--- config.mk ---
export PLATFORM = sky130hd
export DESIGN_NAME = fact_job_sequencer
export DESIGN_NICKNAME = d
export VERILOG_FILES = /design/src/rtl/fact_pkg.sv /design/src/rtl/fact_timeout_ctr.sv /design/src/rtl/fact_job_sequencer.sv
export SDC_FILE = /design/constraint.sdc
export NUM_CORES = 1
export LEC_CHECK = 0
export ABC_CLOCK_PERIOD_IN_PS = 2500
export CORE_ASPECT_RATIO = 1.1
export CORE_UTILIZATION = 45
export CTS_BUF_LIST = sky130_fd_sc_hd__clkbuf_4 sky130_fd_sc_hd__clkbuf_8
export DETAILED_ROUTE_END_ITERATION = 6
export GPL_ROUTABILITY_DRIVEN = 0
export MAX_ROUTING_LAYER = met4
export PLACE_DENSITY = 0.93
export SETUP_SLACK_MARGIN = 0.15
export SLEW_MARGIN = 5
export SYNTH_ARGS = -nofsm -noshare
export SYNTH_HDL_FRONTEND = slang
export SYNTH_SLANG_ARGS = --single-unit
export TNS_END_PERCENT = 10
--- constraint.sdc ---
create_clock -name CLK -period 2.5 [get_ports CLK]
set_clock_uncertainty 0.1 [all_clocks]
set_input_delay 0.75 -clock CLK [delete_from_list [all_inputs] [get_ports CLK]]
set_output_delay 0.75 -clock CLK [all_outputs]
set_load 0.05 [all_outputs]
--- src/rtl/fact_pkg.sv ---
// Shared types and default sizing for the factorial job sequencer.
package fact_pkg;

   localparam int unsigned FACT_DW          = 16;
   localparam int unsigned FACT_MAX_N       = 8;
   localparam int unsigned FACT_TIMEOUT_CYC = 1023;
   localparam int unsigned STAT_W           = 16;

   typedef enum logic [1:0] {
      IDLE   = 2'd0,
      LAUNCH = 2'd1,
      WAIT   = 2'd2,
      RESP   = 2'd3
   } state_e;

endpackage : fact_pkg

--- src/rtl/fact_timeout_ctr.sv ---
// Watchdog counter: clear/enable, saturating, with a terminal-count flag that
// fires during the TIMEOUT_CYC-th enabled cycle after a clear.
module fact_timeout_ctr
   import fact_pkg::*;
#(
   parameter int unsigned TIMEOUT_CYC = FACT_TIMEOUT_CYC
) (
   input  logic clk_i,
   input  logic rst_i,
   input  logic clr_i,
   input  logic en_i,
   output logic tc_c_o
);

   localparam int unsigned CW = $clog2(TIMEOUT_CYC + 1);

   logic [CW-1:0] cnt_q, cnt_d;

   // Count enabled cycles, hold at TIMEOUT_CYC, restart on clear.
   always_comb begin
      cnt_d = cnt_q;
      if (clr_i) begin
         cnt_d = '0;
      end else if (en_i && (cnt_q != CW'(TIMEOUT_CYC))) begin
         cnt_d = cnt_q + CW'(1);
      end
   end

   // Counter register.
   always_ff @(posedge clk_i or posedge rst_i) begin
      if (rst_i) cnt_q <= '0;
      else       cnt_q <= cnt_d;
   end

   assign tc_c_o = en_i && (cnt_q == CW'(TIMEOUT_CYC - 1));

endmodule : fact_timeout_ctr

--- src/rtl/fact_job_sequencer.sv ---
// Requester side of the factorial engine: accepts an operand, range-checks it,
// launches the engine, waits for a Done rising edge (with watchdog) and returns
// result/error on a valid/ready stream.
// Optional job statistics counters are built when FACT_STATS_EN is defined.
module fact_job_sequencer
   import fact_pkg::*;
#(
   parameter int unsigned DW          = FACT_DW,
   parameter int unsigned MAX_N       = FACT_MAX_N,
   parameter int unsigned TIMEOUT_CYC = FACT_TIMEOUT_CYC
) (
   input  logic              CLK,
   input  logic              RST,
   input  logic              req_valid,
   output logic              req_ready,
   input  logic [DW-1:0]     req_data,
   output logic              eng_start,
   output logic [DW-1:0]     eng_data,
   input  logic [DW-1:0]     eng_out,
   input  logic              eng_done,
   output logic              rsp_valid,
   input  logic              rsp_ready,
   output logic [DW-1:0]     rsp_data,
   output logic              rsp_err,
   output logic              busy,
   output logic [STAT_W-1:0] stat_ok,
   output logic [STAT_W-1:0] stat_err
);

   state_e          state_q, state_d;
   logic            req_ready_q, req_ready_d;
   logic            eng_start_q, eng_start_d;
   logic [DW-1:0]   eng_data_q, eng_data_d;
   logic            rsp_valid_q, rsp_valid_d;
   logic [DW-1:0]   rsp_data_q, rsp_data_d;
   logic            rsp_err_q, rsp_err_d;
   logic            busy_q, busy_d;
   logic            done_q;
   logic            done_rise_c;
   logic            wd_clr_c, wd_en_c, wd_tc_c;

   fact_timeout_ctr #(
      .TIMEOUT_CYC (TIMEOUT_CYC)
   ) u_wd (
      .clk_i  (CLK),
      .rst_i  (RST),
      .clr_i  (wd_clr_c),
      .en_i   (wd_en_c),
      .tc_c_o (wd_tc_c)
   );

   // A Done still high from an earlier job never counts; only a fresh edge does.
   assign done_rise_c = eng_done & ~done_q;

   // Next-state and registered-output decode.
   always_comb begin
      state_d    = state_q;
      eng_data_d = eng_data_q;
      rsp_data_d = rsp_data_q;
      rsp_err_d  = rsp_err_q;
      wd_clr_c   = 1'b0;
      wd_en_c    = 1'b0;
      case (state_q)
         IDLE: begin
            if (req_valid && req_ready_q) begin
               if (req_data > DW'(MAX_N)) begin
                  rsp_err_d  = 1'b1;
                  rsp_data_d = '0;
                  state_d    = RESP;
               end else begin
                  eng_data_d = req_data;
                  state_d    = LAUNCH;
               end
            end
         end
         LAUNCH: begin
            wd_clr_c = 1'b1;
            state_d  = WAIT;
         end
         WAIT: begin
            wd_en_c = 1'b1;
            // Completion takes priority over a simultaneous timeout.
            if (done_rise_c) begin
               rsp_data_d = eng_out;
               rsp_err_d  = 1'b0;
               state_d    = RESP;
            end else if (wd_tc_c) begin
               rsp_data_d = '0;
               rsp_err_d  = 1'b1;
               state_d    = RESP;
            end
         end
         RESP: begin
            if (rsp_ready) begin
               rsp_data_d = '0;
               rsp_err_d  = 1'b0;
               state_d    = IDLE;
            end
         end
         default: state_d = IDLE;
      endcase
      req_ready_d = (state_d == IDLE);
      eng_start_d = (state_d == LAUNCH);
      rsp_valid_d = (state_d == RESP);
      busy_d      = (state_d != IDLE);
   end

   // State and output registers; reset drops everything, req_ready rises on the first clock after.
   always_ff @(posedge CLK or posedge RST) begin
      if (RST) begin
         state_q     <= IDLE;
         req_ready_q <= 1'b0;
         eng_start_q <= 1'b0;
         eng_data_q  <= '0;
         rsp_valid_q <= 1'b0;
         rsp_data_q  <= '0;
         rsp_err_q   <= 1'b0;
         busy_q      <= 1'b0;
         done_q      <= 1'b0;
      end else begin
         state_q     <= state_d;
         req_ready_q <= req_ready_d;
         eng_start_q <= eng_start_d;
         eng_data_q  <= eng_data_d;
         rsp_valid_q <= rsp_valid_d;
         rsp_data_q  <= rsp_data_d;
         rsp_err_q   <= rsp_err_d;
         busy_q      <= busy_d;
         done_q      <= eng_done;
      end
   end

   assign req_ready = req_ready_q;
   assign eng_start = eng_start_q;
   assign eng_data  = eng_data_q;
   assign rsp_valid = rsp_valid_q;
   assign rsp_data  = rsp_data_q;
   assign rsp_err   = rsp_err_q;
   assign busy      = busy_q;

`ifdef FACT_STATS_EN
   logic [STAT_W-1:0] stat_ok_q, stat_ok_d;
   logic [STAT_W-1:0] stat_err_q, stat_err_d;
   logic              rsp_hs_c;

   // Saturating job counters, bumped on each response handshake.
   always_comb begin
      rsp_hs_c   = (state_q == RESP) && rsp_ready;
      stat_ok_d  = stat_ok_q;
      stat_err_d = stat_err_q;
      if (rsp_hs_c) begin
         if (rsp_err_q) begin
            if (stat_err_q != '1) stat_err_d = stat_err_q + STAT_W'(1);
         end else begin
            if (stat_ok_q != '1) stat_ok_d = stat_ok_q + STAT_W'(1);
         end
      end
   end

   // Statistics registers.
   always_ff @(posedge CLK or posedge RST) begin
      if (RST) begin
         stat_ok_q  <= '0;
         stat_err_q <= '0;
      end else begin
         stat_ok_q  <= stat_ok_d;
         stat_err_q <= stat_err_d;
      end
   end

   assign stat_ok  = stat_ok_q;
   assign stat_err = stat_err_q;
`else
   assign stat_ok  = '0;
   assign stat_err = '0;
`endif

endmodule : fact_job_sequencer

# == After elaboration in Yosys (flattened, before gate mapping) ==
# Index checks and enable logic that the tools add are counted.
# classes
n_addsub,1
order_cmp,1
n_eq_ne,11
muxes,22
n_bitwise,3
n_reduce_logical,10
# ops
operator,n
2-to-1 mux 16 bit,5
case mux 16 bit (3 select lines),1
2-to-1 mux 10 bit,2
> comparator 16 x 4 -> 1 bit (second input constant),1
adder 10 x 1 -> 10 bit (second input constant),1
equality test 10 bit (second input constant),1
2-to-1 mux 2 bit,5
!= test 10 bit (second input constant),1
case mux 2 bit (4 select lines),1
2-to-1 mux 1 bit,7
equality test 2 bit (second input constant),3
!= test 2 bit (second input constant),3
AND reduction 5 bit,1
equality test 2 x 1 -> 1 bit (second input constant),2
logical NOT 2 bit,2
nonzero test 2 bit,2
logical AND 1 bit,3
!= test 3 x 2 -> 1 bit (second input constant),1
case mux 1 bit (3 select lines),1
AND reduction 3 bit,1
nonzero test 3 bit,1
inverter 1 bit,2
AND 1 bit,1
# totals
register_bits,50
out_inout_bits,69

# == Logic depth before layout (Yosys ltp) ==
# Gate-level depths: netlist of the first run.
# logic_depth
word_depth,7
depth_mapped,6

# == Cells and area by module ==
# A second synthesis of the first run with hierarchy kept.
# hier_totals
cells_unflattened,205
area_unflattened_um2,2398.6
# modules_own_cells
module,instances,cells_per_inst,area_per_inst_um2
fact_job_sequencer,1,144,1791.7
fact_timeout_ctr,1,61,606.8

# == Worst setup path after synthesis of the first run ==
# No wires, ideal clock.
# synth_path
path_type,input port to flip-flop
startpoint,input port req_data[15]
endpoint,"register eng_data_q[0], in the netlist eng_data[0]"
setup_ps,125
arrival_ps,1881
slack_ps,394
path_stages,4
path_buffers,0
path_cell_list,nor4_1 -> nand3_1 -> nor3_4 -> mux2_2
# synth_between
elab_chain_cells,3
# synth_lines
element,line_no,rtl
start: declaration,fact_job_sequencer.sv:16,"input logic [DW-1:0] req_data,"
> comparator 16 x 4 -> 1 bit,fact_job_sequencer.sv:66,if (req_data > DW'(MAX_N)) begin
inverter 1 bit (no source line),-,
AND reduction 3 bit (no source line),-,
end signal: assignment,fact_job_sequencer.sv:124,eng_data_q <= eng_data_d;
end: declaration,fact_job_sequencer.sv:33,"logic [DW-1:0] eng_data_q, eng_data_d;"
# Every way passes these cells.
# A chain may end at the register's enable or synchronous reset.

# == Worst setup path in the final report of the first run ==
# layout_path
startpoint,"register rsp_data_q[13], in the netlist rsp_data[13]"
endpoint,output port rsp_data[13]
# layout_lines
element,line_no,rtl
start: declaration,fact_job_sequencer.sv:35,"logic [DW-1:0] rsp_data_q, rsp_data_d;"
start signal: assignment,fact_job_sequencer.sv:126,rsp_data_q <= rsp_data_d;
end: declaration,fact_job_sequencer.sv:23,"output logic [DW-1:0] rsp_data,"
# No word-level cell between the ends.

==> impl_metrics.py, run 1 <==
metrics = {
    "die": {
        "ios": 106,
        "die_area_sq_um": 6190,
        "fp-row-count": 28,
        "die_height_um": 82.4,
        "start_util": 0.478,
        "design.core.area_sq_um": 5540,
        "die_w_um": 75.1,
    },
    "worst_hold_path": {
        "hp-start": "eng_data[11]",
        "hold_end": "eng_data[11]",
        "min_path_type": "register to register",
        "hold_depth": 1,
    },
    "global_route": {
        "grt_pass1_wl_mm": 9.95,
        "grt_pass1_vias": 2095,
        "antenna_found_initial": 0,
        "grt_max_degree": 34,
        "grt_util_all_layers": 0.221,
        "overflow": 0,
    },
    "cells_and_area": {
        "finish.utilization": 0.638,
        "drive_gt1_frac": 0.100,
        "nets": 388,
        "fill_cells": 434,
        "fin_cells": 425,
        "finish.instance_area_sq_um": 3530,
        "ff_latch_area_sq_um": 1250,
        "num_antenna_cells": 0,
        "syn_to_final_growth_pct": 33.5,
        "multi_input_area_sq_um": 1180,
    },
    "routing": {
        "vias": 2276,
        "routed_wl_mm": 6.20,
        "dr.first_iter.drc_count": 171,
        "post_drt_wl_per_cell_um": 14.6,
        "drc": 0,
        "drt_pass1_iterations": 4,
        "detail-route-antenna-nets": 0,
        "avgViaCountPerCell": 5.36,
    },
    "synth": {
        "syn_inst": 269,
        "syn-cell-area_sq_um": 2650,
        "synth_area_leader_cell": "dfrtp_1",
        "yosysSeqAreaShare": 0.473,
        "ys_seq_elements": 50,
        "synthArstFlopShare": 1.00,
        "synth_edf_count": 0,
        "synth_warnings": 0,
        "ys.flop_type": "dfrtp_1",
        "synth_area_leaders": "dfrtp_1 (47%), buf_4 (9.1%), nand4_1 (5.2%), o31ai_1 (4.5%), nand2_1 (3.8%)",
        "synth_common_cells": "dfrtp_1 (50), buf_4 (32), nand2_1 (27), nand4_1 (22), nand3_1 (19)",
        "yosysUniqueCellTypes": 45,
        "syn_area_per_cell_sq_um": 9.83,
        "synth_most_common_cell": "dfrtp_1",
        "netlist.area_leader.share": 0.473,
    },
    "place": {
        "dpl_cell_area_sq_um": 3410,
        "portBuffers": 73,
        "pre_cts_ws_ns": -0.132,
        "place.detailed.instances": 417,
        "post-dp-hpwl_mm": 4.66,
    },
    "status": {
        "outcome": "complete, no violations",
    },
    "timing": {
        "hold_violations": 0,
        "setup_slack_ns": 0.131,
        "tightest_slew_ns": 0.579,
        "setup_viol": 0,
        "period_minus_slack_ns": 2.37,
        "finalMaxSlewViolations": 0,
        "rsz0062_at_grt": "yes",
        "fmax_mhz": 422,
        "holdWs_ns": 0.410,
        "fin_crit_sh": 0.947,
        "finalSetupTns_ns": 0,
        "relSlewSlack": 0.609,
    },
    "clock_tree": {
        "cts_max_level": 2,
        "clk_latency_ns": 0.30,
        "cts_buffers": 5,
        "clk_pin_slew_ns": 0.09,
        "clockBufferDepth": 2,
        "cts_root_buf": "clkbuf_8",
        "cts.sinks": 50,
        "postCtsHoldBufs": 0,
        "cts_tree": "built",
    },
    "setup_path": {
        "cp_max_fo": 3,
        "critPathTopFamily": "buffers and inverters",
        "reg2reg_from": "u_wd.cnt_q[0]",
        "endpoint_kind": "output port",
        "required_ns": 1.65,
        "crit_type": "register to output port",
        "rrSetupSlack_ns": 0.59,
        "critPathLaunchType": "register",
        "worstPathArrival_ns": 1.52,
        "rr_worst_depth": 5,
        "slowest_stage": "clkdlybuf4s50_1",
        "r2r-end": "u_wd.cnt_q[7]",
        "slowest_delay_ns": 0.82,
        "path_cells": "clkdlybuf4s50_1",
        "path_buf_inv": 1,
    },
    "power": {
        "leakage_nw": 1.64,
        "power_mw": 3.65,
        "ir_drop_v": 0.000490,
        "p_per_area_nw_per_um2": 1030,
    },
    "run": {
        "drv_cap": 0,
    },
}
[worst max path at each step]
stage                 startpoint      endpoint  slack [ns]  depth (start not counted)
CTS                    req_ready     req_ready        0.13                          1
finish              rsp_data[13]  rsp_data[13]        0.13                          1
floorplan           req_data[15]   eng_data[0]        0.39                          4
detailed placement  req_data[15]   eng_data[3]       -0.13                          6
global placement    req_data[15]   eng_data[2]       -0.06                          6
global route        rsp_data[13]  rsp_data[13]        0.09                          1
[cell usage in the layout, fill, tap and decap left out, types with 2 or more instances in the layout]
| master | count |
|---|---|
| a21oi_1 | 5 |
| a221o_1 | 2 |
| a31oi_1 | 2 |
| and2_1 | 2 |
| and4_1 | 2 |
| and4_4 | 2 |
| buf_4 | 14 |
| clkbuf_8 | 5 |
| clkdlybuf4s50_1 | 69 |
| conb_1 | 32 |
| dfrtp_1 | 50 |
| dlymetal6s2s_1 | 3 |
| ha_1 | 2 |
| inv_1 | 6 |
| mux2_2 | 4 |
| mux2i_1 | 4 |
| nand2_1 | 27 |
| nand2b_1 | 2 |
| nand3_1 | 19 |
| nand3b_1 | 2 |
| nand4_1 | 22 |
| nor2_1 | 9 |
| nor2b_1 | 15 |
| nor4_1 | 3 |
| o211ai_1 | 2 |
| o21ai_0 | 4 |
| o31ai_1 | 16 |
| xor2_1 | 2 |
[registers in the layout (all words and copies together) (netlist names)]
name        flops
busy            1
done_q          1
eng_data       16
eng_start       1
req_ready       1
rsp_data       16
rsp_err         1
rsp_valid       1
state_q         2
u_wd.cnt_q     10
[logic make-up after synthesis]
logic type               Yosys count  synth area share
AO/OA/AOI/OAI                     39             0.110
XOR/XNOR                           3           0.00994
adder cells (fa/ha/maj)            2           0.00946
buffers and inverters             53             0.123
flip-flops                        50             0.473
multiplexers                       8            0.0322
other                              1           0.00142
AND/OR/NAND/NOR                  113             0.240
[power breakdown]
group / switching [mW] / leakage, nW / total (mW) / internal (mW)
sequential: 0.244 / 0.660 / 1.26 / 1.02
clock: 0.261 / 0.0548 / 0.570 / 0.310
combinational: 1.20 / 0.927 / 1.82 / 0.618
total: 1.70 / 1.64 / 3.65 / 1.95
[what timing repair did]
action / 4_1_cts / 5_1_grt
setup endpoints to repair: 11 / 34
buffers inserted: 0 / 0
gates resized for setup: 1 / 3
[cell type report]
class                           instances  share of cell area
Clock buffer                            6              0.0216
Clock inverter                          2              0.0106
Inverter                                7             0.00744
Multi-Input combinational cell        197               0.335
Sequential cell                        50               0.354
Tap cell                               75              0.0266
Timing Repair Buffer                   88               0.244
[metal layers]
metal / wire length [um] / share of wire / GRT usage / vias up
met5: 0 / 0 / - / -
met4: 136 / 0.022 / 0.0868 / 0
met3: 361 / 0.058 / 0.0388 / 12
met2: 3120 / 0.50 / 0.383 / 102
met1: 2580 / 0.42 / 0.253 / 1097
li1: - / - / - / 1065
Power figures use the tool's default switching activity.
==> inputs of run 2 (changes only) <==
- SETUP_SLACK_MARGIN: 0.15 -> not set
==> impl_metrics.py, run 2 (same netlist as run 1, synthesis figures left out) <==
metrics = {
    "status": {
        "outcome": "complete, no violations",
    },
    "clock_tree": {
        "cts_root_buf": "clkbuf_8",
        "clockBufferDepth": 2,
        "cts_buffers": 5,
        "postCtsHoldBufs": 0,
        "cts_setup_buffers": 0,
        "clk_pin_slew_ns": 0.09,
        "cts_resized": 0,
        "clk_latency_ns": 0.30,
        "cts_tree": "built",
        "cts_max_level": 2,
        "cts.sinks": 50,
    },
    "global_route": {
        "antenna_found_initial": 0,
        "grt_util_all_layers": 0.221,
        "grt_max_degree": 34,
        "overflow": 0,
        "grt_pass1_vias": 2095,
        "grt_pass1_wl_mm": 9.95,
    },
    "die": {
        "ios": 106,
        "start_util": 0.478,
        "design.core.area_sq_um": 5540,
        "die_w_um": 75.1,
        "die_height_um": 82.4,
        "die_area_sq_um": 6190,
        "fp-row-count": 28,
    },
    "setup_path": {
        "cp_max_fo": 3,
        "required_ns": 1.65,
        "endpoint_kind": "output port",
        "slowest_delay_ns": 0.82,
        "worstPathArrival_ns": 1.51,
        "path_buf_inv": 1,
        "path_cells": "clkdlybuf4s50_1",
        "critPathLaunchType": "register",
        "crit_type": "register to output port",
        "critPathTopFamily": "buffers and inverters",
        "slowest_stage": "clkdlybuf4s50_1",
    },
    "timing": {
        "period_minus_slack_ns": 2.36,
        "fmax_mhz": 423,
        "setup_slack_ns": 0.136,
        "hold_violations": 0,
        "rsz0062_at_grt": "no",
        "tightest_slew_ns": 0.575,
        "relSlewSlack": 0.612,
        "finalMaxSlewViolations": 0,
        "fin_crit_sh": 0.945,
        "setup_viol": 0,
    },
    "routing": {
        "avgViaCountPerCell": 5.35,
        "dr.first_iter.drc_count": 173,
        "post_drt_wl_per_cell_um": 14.5,
        "drc": 0,
        "drt_pass1_iterations": 4,
        "routed_wl_mm": 6.18,
        "vias": 2273,
        "detail-route-antenna-nets": 0,
    },
    "place": {
        "dpl_cell_area_sq_um": 3410,
        "post-dp-hpwl_mm": 4.66,
        "place.detailed.instances": 417,
        "pre_cts_ws_ns": -0.132,
        "portBuffers": 73,
    },
    "cells_and_area": {
        "drive_gt1_frac": 0.100,
        "fin_cells": 425,
        "layout_common_cells": "clkdlybuf4s50_1 (73), dfrtp_1 (50), conb_1 (32)",
        "nets": 388,
        "syn_to_final_growth_pct": 33.3,
        "num_antenna_cells": 0,
        "finish.instance_area_sq_um": 3520,
        "layout_commonest_cell": "clkdlybuf4s50_1",
    },
    "power": {
        "ir_drop_v": 0.000519,
        "leakage_nw": 1.60,
        "p_per_area_nw_per_um2": 1040,
    },
    "run": {
        "drv_cap": 0,
    },
    "worst_hold_path": {
        "min_path_type": "register to register",
    },
}
-- run 2: cell count changes in the layout (fill, tap and decap cells not counted) --
cell | previous run | this run
clkdlybuf4s50_1 | 69 | 73
dlymetal6s2s_1 | 3 | 0
dlygate4sd2_1 | 1 | 0
-- run 2: area by class of cell --
cell class	instances	area (sq um)
Fill cell	433	2010
Sequential cell	50	1250
Multi-Input combinational cell	197	1180
Timing Repair Buffer	88	856
Tap cell	75	93.8
Clock buffer	6	76.3
Clock inverter	2	37.5
Inverter	7	26.3
-- run 2: report_power, final --
group          total, mW  internal (mW)  switching [mW]  leakage [nW]
clock network      0.571          0.310           0.261        0.0548
registers           1.27           1.02           0.245         0.660
logic               1.83          0.626            1.20         0.881
total               3.66           1.96            1.71          1.60
-- run 2: final timing paths --
| kind | start | to | slack (ns) | cells after the start |
|---|---|---|---|---|
| min in group asynchronous | RST | rsp_data[8] | 0.66 | 2 |
| setup / recovery | rsp_data[13] | rsp_data[13] | 0.14 | 1 |
| hold reg to reg | eng_data[11] | eng_data[11] | 0.41 | 1 |
| max in group asynchronous | RST | done_q | 1.12 | 3 |
| hold / removal | eng_data[11] | eng_data[11] | 0.41 | 1 |
| setup reg to reg | u_wd.cnt_q[0] | u_wd.cnt_q[7] | 0.60 | 5 |
-- run 2: worst reg2reg max path, delay by kind of cell, from the launching register on --
kind	cells	cell delay (ns)
DFF	1	0.46
and+or+nand+nor	1	0.11
AOI/OAI and AO/OA	3	0.87
adders and majority gates	1	0.28
-- run 2: per-stage QoR --
stage                     power (mW)  hold WS (ns)  setup TNS, ns  utilization
after floorplan                 2.51         0.425              0            -
after global placement          3.02         0.380         -0.227        0.616
after detailed placement        3.09         0.388          -1.63        0.616
after CTS                       3.67         0.409              0        0.637
after global routing            3.86         0.423              0        0.637
final                           3.66         0.410              0        0.637
-- run 2: metal layers --
layer,up-vias,routed length [um],part of all wire,GRT usage
li1,1064,-,-,-
met1,1090,2550,0.41,0.253
met2,109,3130,0.51,0.383
met3,10,373,0.060,0.0388
met4,0,123,0.020,0.0868
met5,-,0,0,-
==> inputs of run 3 (changes only) <==
- ABC_CLOCK_PERIOD_IN_PS: 2500 -> 2800
- CORE_UTILIZATION: 45 -> 48
- PLACE_DENSITY: 0.93 -> 0.95
- clock period: 2.5 -> 2.8 ns (I/O delays scaled with it)
==> impl_metrics.py, run 3 (same netlist as run 1, synthesis figures left out) <==
metrics = {
    "timing": {
        "fin_crit_sh": 0.882,
        "setup_viol": 0,
        "fmax_mhz": 405,
        "relSlewSlack": 0.558,
        "period_minus_slack_ns": 2.47,
        "tightest_slew_ns": 0.661,
        "rsz0062_at_grt": "no",
        "finalMaxSlewViolations": 0,
        "hold_violations": 0,
        "finalSetupTns_ns": 0,
    },
    "global_route": {
        "grt_pass1_vias": 2166,
        "grt_pass1_wl_mm": 9.87,
        "grt_max_degree": 51,
        "antenna_found_initial": 0,
        "grt_util_all_layers": 0.227,
        "overflow": 0,
    },
    "cells_and_area": {
        "layout_commonest_cell": "clkdlybuf4s50_1",
        "num_antenna_cells": 0,
        "finish.utilization": 0.675,
        "fin_cells": 418,
        "layout_common_cells": "clkdlybuf4s50_1 (73), dfrtp_1 (50), conb_1 (32)",
        "nets": 384,
        "drive_gt1_frac": 0.0896,
        "syn_to_final_growth_pct": 32.0,
    },
    "place": {
        "portBuffers": 73,
        "place.detailed.instances": 410,
        "post-dp-hpwl_mm": 4.64,
    },
    "die": {
        "die_w_um": 72.8,
        "ios": 106,
        "fp-row-count": 27,
        "die_area_sq_um": 5810,
        "die_height_um": 79.9,
        "start_util": 0.512,
        "design.core.area_sq_um": 5170,
    },
    "routing": {
        "drc": 0,
        "routed_wl_mm": 6.25,
        "vias": 2306,
        "post_drt_wl_per_cell_um": 15.0,
        "avgViaCountPerCell": 5.52,
        "drt_pass1_iterations": 6,
        "dr.first_iter.drc_count": 167,
        "detail-route-antenna-nets": 0,
    },
    "setup_path": {
        "reg2reg_from": "state_q[1]",
        "endpoint_kind": "output port",
        "rrSetupSlack_ns": 0.80,
        "critPathTopFamily": "buffers and inverters",
        "critPathLaunchType": "register",
        "setup.worst_path.start": "rsp_data[14]",
        "worstPathArrival_ns": 1.53,
        "required_ns": 1.86,
        "r2r-end": "rsp_data[14]",
        "slowest_delay_ns": 0.82,
        "cp_max_fo": 3,
        "rr_worst_depth": 4,
        "slowest_stage": "clkdlybuf4s50_1",
        "path_cells": "clkdlybuf4s50_1",
        "path_depth": 1,
        "crit_type": "register to output port",
        "path_buf_inv": 1,
    },
    "clock_tree": {
        "cts_buffers": 5,
        "cts_setup_buffers": 0,
        "cts_tree": "built",
        "cts_root_buf": "clkbuf_8",
        "postCtsHoldBufs": 0,
        "clk_pin_slew_ns": 0.09,
        "cts.sinks": 50,
        "cts_max_level": 2,
        "cts_resized": 0,
        "clockBufferDepth": 2,
        "clk_latency_ns": 0.30,
    },
    "worst_hold_path": {
        "hp-start": "eng_data[10]",
        "hold_depth": 1,
        "hold_end": "eng_data[10]",
        "min_path_type": "register to register",
    },
    "power": {
        "leakage_nw": 1.58,
        "ir_drop_v": 0.000468,
        "p_per_area_nw_per_um2": 932,
    },
    "status": {
        "outcome": "complete, no violations",
    },
    "run": {
        "drv_cap": 0,
    },
}
[run 3: cell count changes in the layout (fill, tap and decap cells not counted)]
cell and change:
buf_4 -4
[run 3: stage by stage]
| step | setup slack, ns | area, sq um | hold slack (ns) | total power [mW] |
|---|---|---|---|---|
| 3_3_place_gp | 0.153 | 3380 | 0.380 | 2.68 |
| 5_1_grt | 0.276 | 3490 | 0.423 | 3.41 |
| 6_report | 0.330 | 3490 | 0.408 | 3.25 |
| 3_5_place_dp | 0.0456 | 3380 | 0.387 | 2.74 |
| 2_1_floorplan | 0.604 | 2760 | 0.425 | 2.24 |
| 4_1_cts | 0.323 | 3490 | 0.412 | 3.25 |
[run 3: how the worst max path moves through the flow]
stage	to	slack (ns)
after floorplan	eng_data[0]	0.60
after global placement	eng_data[1]	0.15
after detailed placement	eng_data[2]	0.05
after CTS	req_ready	0.32
after global routing	eng_data[2]	0.28
final	rsp_data[14]	0.33
[run 3: where the power goes]
group / internal, mW / switching [mW] / leakage (nW) / total [mW]
registers: 0.912 / 0.223 / 0.660 / 1.13
logic: 0.541 / 1.07 / 0.863 / 1.61
clock network: 0.276 / 0.232 / 0.0548 / 0.508
[run 3: metal layers]
| metal | GRT usage | vias up | part of all wire |
|---|---|---|---|
| li1 | - | 1049 | - |
| met1 | 0.252 | 1114 | 0.38 |
| met2 | 0.397 | 124 | 0.53 |
| met3 | 0.0467 | 19 | 0.069 |
| met4 | 0.0902 | 0 | 0.024 |
| met5 | - | - | 0 |
[run 3: area by class of cell]
| class | count | area, sq um |
|---|---|---|
| Fill cell | 381 | 1680 |
| Tap cell | 72 | 90.1 |
| Clock buffer | 6 | 76.3 |
| Clock inverter | 2 | 37.5 |
| Timing Repair Buffer | 84 | 826 |
| Inverter | 7 | 26.3 |
| Multi-Input combinational cell | 197 | 1180 |
| Sequential cell | 50 | 1250 |
